`src/rtl/float_to_int.sv`:
```
// float_to_int: converts a packed float {sign, exponent, fraction} into a
// signed two's-complement integer.
//
// The conversion is iterative. A small FSM drives a serial shifter that
// moves the mantissa one bit per cycle. The input and the output each use a
// valid/ready handshake.
//
// Ports
//   i_clk        clock, rising edge
//   i_rst_n      synchronous active-low reset
//   i_flt_in     packed float {s, e[E_bit-1:0], f[F_bit-1:0]}
//   i_in_valid   i_flt_in is valid
//   o_in_ready   block can accept an input (IDLE only)
//   o_int_out    signed result, held while o_out_valid=1
//   o_ovf        result saturated (out of range or Inf/NaN)
//   o_nan        input was NaN
//   o_out_valid  o_int_out / o_ovf / o_nan are valid
//   i_out_ready  consumer accepts the result
//
// state | meaning
// IDLE  | waiting for an input; classifies and loads the shifter on accept
// SHIFT | one mantissa shift per cycle until cnt reaches 0, then latch result
// DONE  | result presented; wait for i_out_ready
module float_to_int #(
    parameter int E_bit = 8,
    parameter int F_bit = 23,
    parameter int I_bit = 32
) (
    input  logic                   i_clk,
    input  logic                   i_rst_n,
    input  logic [E_bit+F_bit:0]   i_flt_in,
    input  logic                   i_in_valid,
    output logic                   o_in_ready,
    output logic [I_bit-1:0]       o_int_out,
    output logic                   o_ovf,
    output logic                   o_nan,
    output logic                   o_out_valid,
    input  logic                   i_out_ready
);

    localparam int CW = $clog2(I_bit);
    localparam logic [E_bit:0]          E_ref     = (E_bit+1)'({(E_bit-1){1'b1}});
    localparam logic [E_bit-1:0]        E_max     = {E_bit{1'b1}};
    localparam logic signed [E_bit:0]   LP_UE_TOP = (E_bit+1)'(I_bit-1);
    localparam logic signed [E_bit:0]   LP_UE_F   = (E_bit+1)'(F_bit);
    localparam logic [I_bit-1:0]        LP_SAT_HI = {1'b0, {(I_bit-1){1'b1}}};
    localparam logic [I_bit-1:0]        LP_SAT_LO = {1'b1, {(I_bit-1){1'b0}}};

    typedef enum logic [1:0] {S_IDLE, S_SHIFT, S_DONE} state_t;

    state_t             r_state, w_next;
    logic [I_bit-1:0]   r_mag;
    logic [CW-1:0]      r_cnt;
    logic               r_left;
    logic               r_sign;
    logic               r_povf;
    logic               r_pnan;
    logic [I_bit-1:0]   r_int;
    logic               r_ovf;
    logic               r_nan;

    logic               w_sign;
    logic [E_bit-1:0]   w_exp;
    logic [F_bit-1:0]   w_frac;
    logic signed [E_bit:0] w_ue;
    logic [I_bit-1:0]   w_ld_mag;
    logic [CW-1:0]      w_ld_cnt;
    logic               w_ld_left;
    logic               w_ld_sign;
    logic               w_ld_povf;
    logic               w_ld_pnan;

    assign w_sign = i_flt_in[E_bit+F_bit];
    assign w_exp  = i_flt_in[E_bit+F_bit-1:F_bit];
    assign w_frac = i_flt_in[F_bit-1:0];
    assign w_ue   = {1'b0, w_exp} - E_ref;

    // Special cases (Inf/NaN, zero, saturation) preload the final value into
    // the shifter with cnt=0. They then take the same single SHIFT cycle as a
    // zero-length normal conversion, so every result follows one path.
    always_comb begin
        w_ld_mag  = I_bit'({1'b1, w_frac});
        w_ld_cnt  = '0;
        w_ld_left = 1'b0;
        w_ld_sign = w_sign;
        w_ld_povf = 1'b0;
        w_ld_pnan = 1'b0;
        if (w_exp == E_max) begin
            w_ld_sign = 1'b0;
            w_ld_povf = 1'b1;
            w_ld_pnan = |w_frac;
            w_ld_mag  = (w_sign && !(|w_frac)) ? LP_SAT_LO : LP_SAT_HI;
        end else if (w_exp == '0 || w_ue[E_bit]) begin
            w_ld_sign = 1'b0;
            w_ld_mag  = '0;
        end else if (w_ue >= LP_UE_TOP) begin
            // Exactly -2^(I_bit-1) is representable, so it is not an overflow.
            w_ld_sign = 1'b0;
            w_ld_mag  = w_sign ? LP_SAT_LO : LP_SAT_HI;
            w_ld_povf = !(w_sign && (w_ue == LP_UE_TOP) && (w_frac == '0));
        end else if (w_ue >= LP_UE_F) begin
            w_ld_left = 1'b1;
            w_ld_cnt  = CW'(w_ue - LP_UE_F);
        end else begin
            w_ld_cnt  = CW'(LP_UE_F - w_ue);
        end
    end

    always_ff @(posedge i_clk) begin
        if (!i_rst_n) begin
            r_state <= S_IDLE;
        end else begin
            r_state <= w_next;
        end
    end

    always_comb begin
        w_next = r_state;
        case (r_state)
            S_IDLE:  if (i_in_valid)   w_next = S_SHIFT;
            S_SHIFT: if (r_cnt == '0)  w_next = S_DONE;
            S_DONE:  if (i_out_ready)  w_next = S_IDLE;
            default:                   w_next = S_IDLE;
        endcase
    end

    always_ff @(posedge i_clk) begin
        if (!i_rst_n) begin
            r_mag  <= '0;
            r_cnt  <= '0;
            r_left <= 1'b0;
            r_sign <= 1'b0;
            r_povf <= 1'b0;
            r_pnan <= 1'b0;
            r_int  <= '0;
            r_ovf  <= 1'b0;
            r_nan  <= 1'b0;
        end else begin
            case (r_state)
                S_IDLE: begin
                    if (i_in_valid) begin
                        r_mag  <= w_ld_mag;
                        r_cnt  <= w_ld_cnt;
                        r_left <= w_ld_left;
                        r_sign <= w_ld_sign;
                        r_povf <= w_ld_povf;
                        r_pnan <= w_ld_pnan;
                    end
                end
                S_SHIFT: begin
                    if (r_cnt != '0) begin
                        // Right shifts drop bits: truncation toward zero.
                        r_mag <= r_left ? (r_mag << 1) : (r_mag >> 1);
                        r_cnt <= r_cnt - 1'b1;
                    end else begin
                        r_int <= r_sign ? -r_mag : r_mag;
                        r_ovf <= r_povf;
                        r_nan <= r_pnan;
                    end
                end
                default: ;
            endcase
        end
    end

    assign o_in_ready  = (r_state == S_IDLE);
    assign o_out_valid = (r_state == S_DONE);
    assign o_int_out   = r_int;
    assign o_ovf       = r_ovf;
    assign o_nan       = r_nan;

endmodule

```
`config.mk`:
```
export PLATFORM = sky130hd
export DESIGN_NAME = float_to_int
export DESIGN_NICKNAME = d
export VERILOG_FILES = /design/src/rtl/float_to_int.sv
export SDC_FILE = /design/constraint.sdc
export NUM_CORES = 1
export LEC_CHECK = 0
export ABC_AREA = 1
export BUFFER_PORTS_ARGS = -buffer_cell sky130_fd_sc_hd__buf_2
export CORE_MARGIN = 2
export CORE_UTILIZATION = 40
export DETAILED_ROUTE_END_ITERATION = 10
export GPL_ROUTABILITY_DRIVEN = 0
export GPL_TIMING_DRIVEN = 0
export HOLD_SLACK_MARGIN = 0.1
export PLACE_DENSITY_LB_ADDON = 0.12
export RECOVER_POWER = 100
export SLEW_MARGIN = 25
export SYNTH_ARGS = -nofsm -noshare
export SYNTH_HDL_FRONTEND = slang
export SYNTH_SLANG_ARGS = --single-unit
export TNS_END_PERCENT = 10
```
`constraint.sdc`:
```
create_clock -name i_clk -period 2.1 [get_ports i_clk]
set_input_delay 0.315 -clock i_clk [delete_from_list [all_inputs] [get_ports i_clk]]
set_output_delay 0.315 -clock i_clk [all_outputs]
set_load 0.02 [all_outputs]
```
==> flow_metrics.py, run 1 <==
metrics = {
    "grt": {
        "antenna_found_initial": 0,
        "grt_pass1_wl_um": 24100,
        "first_global_vias": 4970,
        "grt_util_met2_pct": 39.09,
        "grt.busiest_layer": "met2",
        "grt_use_met1_pct": 30.75,
        "use_met3_pct": 3.653,
        "overflow": 0,
        "grt_max_degree": 12,
        "grt.total_usage_pct": 23.41,
    },
    "sta": {
        "setup_viol": 0,
        "slew_violations": 0,
        "fmax_ghz": 0.5160,
        "rsz0062_at_grt": "true",
        "skew_ns": 0.009474,
        "min_period_ns": 1.938,
        "worstMarginPinSlew_ns": 0.5783,
        "post-route-period-util_pct": 92.29,
        "relSlewSlack_pct": 61.45,
        "finalHoldViolCount": 0,
    },
    "status": {
        "outcome": "finished, final reports clean",
    },
    "layout": {
        "layout-drive-gt1-share_pct": 11.87,
        "final_cell_mix": "154 x nand2_1, 100 x inv_1, 76 x dfxtp_1",
        "design_area_um2": 5757,
        "n_fill_cell": 1282,
        "areaGrowthSynthToFinish_pct": 18.64,
        "n_antenna_cell": 0,
        "finalNetCount": 876,
        "instances_no_fill": 981,
        "layout_commonest_cell": "nand2_1",
    },
    "synth": {
        "async_flop_share_pct": 0,
        "synth_edf_count": 0,
        "synth_seq_cells": 77,
        "synth_ff_type": "dfxtp_1",
        "synthCells": 746,
        "synth_area_um2": 4852,
        "yosysWarningCount": 0,
        "syn_avg_cell_area_um2": 6.504,
        "synth_cell_types": 36,
        "seq_area_frac_synth_pct": 31.77,
        "synth_nets": 791,
    },
    "critical_path": {
        "crit_top_cell": "nand2_2",
        "crit_path_start_kind": "primary input",
        "end_kind": "flop",
        "critPathMaxFanout": 10,
        "critPathMaxStageDelay_ns": 0.21,
        "critPathArrivalTime_ns": 2.16,
        "crit_chain": "clkbuf_4 -> ha_4 -> nand2_2 -> nor2_4 -> xor2_4 -> ha_4 -> nand3_1 -> nand3_1 -> nand2_1 -> nand2_4 -> nand2_2 -> nand2_2 -> nand2_4 -> buf_6 -> nand2_1 -> a21oi_1",
        "crit_slowest_cell": "xor2_4",
        "worst-setup-path-type": "in2reg",
        "cp.required_ns": 2.32,
    },
    "die": {
        "die_h_um": 114.1,
        "die_w_um": 114.1,
        "initial_utilization_pct": 40.74,
        "core_um2": 11910,
        "fp.dieArea_um2": 13030,
        "ioPinCount": 72,
        "rows": 40,
    },
    "clock_network": {
        "clk_transition_reported_paths_ns": 0.06,
        "cts_buffers": 9,
        "htree_levels": 3,
        "cts_hold_buffers": 0,
        "root_buffer": "clkbuf_16",
        "worstSkewPairLatency_ns": 0.34,
        "clockBufferDepth": 2,
        "cts_tree": "yes",
        "clock_sinks": 77,
    },
    "detailed_routing": {
        "ant_nets": 0,
        "drt-total-wl_um": 14930,
        "drc": 0,
        "vias_per_cell": 5.455,
        "firstDrtPassIters": 5,
        "routed-via-count": 5351,
        "drt-initial-drc-count": 409,
        "drt-wirelength-per-cell_um": 15.22,
    },
    "job": {
        "cap_violations": 0,
    },
    "placed_design": {
        "io_buffers": 71,
        "dp_cells": 964,
        "placed_area_um2": 5391,
        "place_hpwl_um": 11480,
    },
    "power_and_ir_drop": {
        "leakagePower_nw": 2.654,
        "power_density_nw_per_um2": 977.9,
        "ir_drop_mv": 0.4447,
    },
    "min_path": {
        "min_path_type": "in2reg",
    },
}
layout make-up:
class                           instances  area (um^2)  area share, %
Sequential cell                        77         1543          26.80
Buffer                                 35        157.7          2.739
Timing Repair Buffer                   76        350.3          6.086
Clock buffer                           12        246.5          4.282
Tap cell                              147        183.9          3.195
Inverter                              104        390.4          6.781
Clock inverter                          2        35.03         0.6086
Multi-Input combinational cell        528         2850          49.51
metrics by stage:
stage	worst slack, ns	hold slack (ns)	setup TNS (ns)	power, mW	util [%]
after global placement	-0.3058	0.4616	-8.696	4.003	45.26
final	0.1619	0.2357	0	5.630	48.33
after global routing	-0.04781	0.2458	-0.06051	6.007	48.33
after CTS	0.003758	0.2279	0	5.566	47.63
after floorplan	0.09439	0.4457	0	3.427	-
after detailed placement	-0.3445	0.4675	-10.37	4.040	45.26
state kept, by name, indices dropped and copies added, names as in the netlist:
name and count:
r_state 2, o_ovf 1, r_pnan 1, o_nan 1, r_mag 32, r_cnt 5, o_int_out 32, r_sign 1
r_left 1, r_povf 1
where the power goes:
part	switching [mW]	internal, mW	total (mW)	leakage (nW)
clock network	0.582	0.938	1.52	0.139
logic	1.37	0.697	2.07	1.88
registers	0.315	1.73	2.04	0.632
total	2.27	3.36	5.63	2.65
synthesized netlist by cell type, types with 3 or more instances:
master,n,area share (%)
nand2_1,155,12
inv_1,102,7.9
dfxtp_1,77,32
o21ai_0,68,7.0
a21oi_1,67,6.9
nor2_1,63,4.9
nand3_1,49,5.1
a221oi_1,29,5.2
clkbuf_1,29,2.2
nand4_1,12,1.5
xor2_1,10,1.8
ha_1,9,2.3
xnor2_1,8,1.4
nor3_1,7,0.72
o21bai_1,7,1.1
buf_2,6,0.62
nand2_2,6,0.77
o21a_1,6,0.93
a31oi_1,5,0.64
nand3b_1,3,0.46
nor2_2,3,0.39
nor4_1,3,0.39
o211ai_1,3,0.46
layer usage:
layer	part of all wire [%]	routed length, um	vias to the layer above
li1	-	-	2661
met5	0	0	-
met3	5.0	742	26
met1	47	6972	2481
met4	2.2	325	0
met2	46	6886	183
critical path: cells and delay by family:
kind,cells,cell delay [ns]
AOI/OAI and AO/OA,1,0.06
xor gates and xnor gates,1,0.21
adders and majority gates,2,0.31
buffers and inverters,2,0.32
and+or+nand+nor,10,0.94
path summary, 6_finish.rpt:
check                     from            end  slack [ns]  cells after the start
setup / recovery  i_flt_in[23]      r_mag[21]        0.16                     16
hold / removal     i_out_ready     r_state[1]        0.24                      4
setup reg to reg     r_mag[10]  o_int_out[30]        0.17                     10
hold reg to reg         r_povf         r_povf        0.47                      2
kinds of logic (layout without fill, tap and decap cells):
logic type	after synthesis	count (layout)	synth area share (%)
AOI/OAI and AO/OA	193	193	23.52
xor gates and xnor gates	19	19	3.584
and+or+nand+nor	307	307	27.44
DFF	77	77	31.77
buffers and inverters	141	229	11.37
adders and majority gates	9	9	2.321
repair_timing:
action,CTS,global route
hold endpoints to repair,0,0
endpoints found under the setup margin,0,62
resized for setup,0,31
setup buffers,0,5
No activity file was read; power rests on OpenSTA's default activity.
==> inputs of run 2 (changes only) <==
--- a/config.mk
+++ b/config.mk
@@ -13,7 +13,6 @@
 export GPL_ROUTABILITY_DRIVEN = 0
 export GPL_TIMING_DRIVEN = 0
 export HOLD_SLACK_MARGIN = 0.1
-export PLACE_DENSITY_LB_ADDON = 0.12
 export RECOVER_POWER = 100
 export SLEW_MARGIN = 25
 export SYNTH_ARGS = -nofsm -noshare
==> flow_metrics.py, run 2 (synthesis results as in run 1) <==
metrics = {
    "grt": {
        "first_global_vias": 5029,
        "antenna_found_initial": 0,
        "grt_max_degree": 13,
        "grt.total_usage_pct": 23.12,
        "overflow": 0,
        "grt_pass1_wl_um": 23940,
    },
    "die": {
        "die_w_um": 114.1,
        "fp.dieArea_um2": 13030,
        "die_h_um": 114.1,
        "core_um2": 11910,
        "rows": 40,
        "ioPinCount": 72,
        "initial_utilization_pct": 40.74,
    },
    "placed_design": {
        "io_buffers": 71,
        "place_hpwl_um": 11370,
    },
    "clock_network": {
        "cts_hold_buffers": 0,
        "clock_sinks": 77,
        "clockBufferDepth": 2,
        "clk_transition_reported_paths_ns": 0.06,
        "cts_setup_buffers": 0,
        "cts_tree": "yes",
        "htree_levels": 3,
        "cts_buffers": 9,
        "root_buffer": "clkbuf_16",
        "worstSkewPairLatency_ns": 0.34,
    },
    "layout": {
        "final_cell_mix": "155 x nand2_1, 101 x inv_1, 77 x dfxtp_1",
        "fin_util_pct": 47.56,
        "finalNetCount": 873,
        "n_antenna_cell": 0,
        "layout_commonest_cell": "nand2_1",
        "areaGrowthSynthToFinish_pct": 16.76,
        "layout-drive-gt1-share_pct": 10.80,
    },
    "sta": {
        "rsz0062_at_grt": "true",
        "hold_slack_ns": 0.2279,
        "slew_violations": 0,
        "post-route-period-util_pct": 96.74,
        "skew_ns": 0.005478,
        "worstMarginPinSlew_ns": 0.5677,
        "min_period_ns": 2.032,
        "fmax_ghz": 0.4922,
        "setup_viol": 0,
        "relSlewSlack_pct": 62.15,
        "finalHoldViolCount": 0,
    },
    "critical_path": {
        "worst-path-buf-inv": 2,
        "end_kind": "flop",
        "critPathArrivalTime_ns": 2.26,
        "crit_top_cell": "nand2_2",
        "critPathMaxStageDelay_ns": 0.22,
        "worst-setup-path-type": "in2reg",
        "critPathMaxFanout": 10,
        "crit_chain": "buf_2 -> ha_2 -> nand2_2 -> nor2_4 -> xor2_4 -> ha_1 -> nand3_1 -> nand3_1 -> nand2_1 -> nand2_4 -> nand2_2 -> nand2_2 -> nand2_4 -> buf_6 -> nand2_1 -> a21oi_1",
        "cp_top_family": "simple AND/OR/NAND/NOR gates",
        "crit_slowest_cell": "ha_2",
        "cp.required_ns": 2.33,
        "crit_path_start_kind": "primary input",
    },
    "power_and_ir_drop": {
        "ir_drop_mv": 0.3947,
        "leakagePower_nw": 2.628,
        "power_density_nw_per_um2": 972.5,
    },
    "detailed_routing": {
        "drc": 0,
        "drt-initial-drc-count": 364,
        "ant_nets": 0,
        "drt-total-wl_um": 14520,
        "routed-via-count": 5270,
        "firstDrtPassIters": 5,
        "vias_per_cell": 5.378,
        "drt-wirelength-per-cell_um": 14.81,
    },
    "status": {
        "outcome": "finished, final reports clean",
    },
    "min_path": {
        "min_path_type": "in2reg",
    },
    "job": {
        "cap_violations": 0,
    },
}
[run 2: changes by cell type in the layout (fill, tap and decap cells not counted), sizes merged]
cell,before,now
clkinv,1,5
bufinv,1,0
buf,48,39
clkbuf,75,80
[run 2: metal layers]
| metal | wire length (um) | part of all wire, % | track usage [%] |
|---|---|---|---|
| met1 | 6725 | 46 | 30.38 |
| met2 | 6659 | 46 | 38.21 |
| met3 | 754 | 5.2 | 3.653 |
| met4 | 375 | 2.6 | 8.862 |
| met5 | 0 | 0 | 0 |
[run 2: power breakdown]
part / internal, mW / total (mW) / switching, mW / leakage [nW]
logic: 0.672 / 2.02 / 1.35 / 1.85
clock network: 0.854 / 1.47 / 0.619 / 0.145
registers: 1.73 / 2.02 / 0.291 / 0.632
[run 2: final cells by class]
type | instances | area (um^2)
Clock buffer | 11 | 252.7
Buffer | 37 | 165.2
Tap cell | 147 | 183.9
Fill cell | 1282 | 6246
Multi-Input combinational cell | 528 | 2796
Timing Repair Buffer | 71 | 310.3
Clock inverter | 5 | 25.02
Inverter | 104 | 390.4
Sequential cell | 77 | 1541
[run 2: timing repair]
action,CTS,global route
gates cloned,0,0
endpoints found under the setup margin,12,61
resized for setup,2,12
[run 2: worst min-delay path, delay by kind of cell]
family | cells | cell delay, ns
buffers and inverters | 2 | 0.10
AOI/OAI and AO/OA | 1 | 0.06
and+or+nand+nor | 1 | 0.05
[run 2: path summary, 6_finish.rpt]
check | slack [ns] | to | depth (start not counted) | from
worst min-delay path | 0.23 | r_state[1] | 4 | i_out_ready
worst min register to register | 0.47 | r_povf | 2 | r_povf
worst max-delay path | 0.07 | r_mag[14] | 16 | i_flt_in[23]
worst max register to register | 0.13 | r_mag[8] | 8 | r_cnt[0]
[run 2: per-stage QoR]
stage | setup TNS, ns | cell area, um^2 | std cells | setup WS [ns] | power, mW
floorplan | 0 | 4852 | 746 | 0.09439 | 3.427
global route | -1.615 | 5665 | 980 | -0.08570 | 5.869
CTS | 0 | 5682 | 980 | 0.02453 | 5.513
finish | 0 | 5665 | 980 | 0.06842 | 5.509
detailed placement | -10.79 | 5391 | 964 | -0.3615 | 4.040
global placement | -7.758 | 5391 | 964 | -0.2801 | 4.000
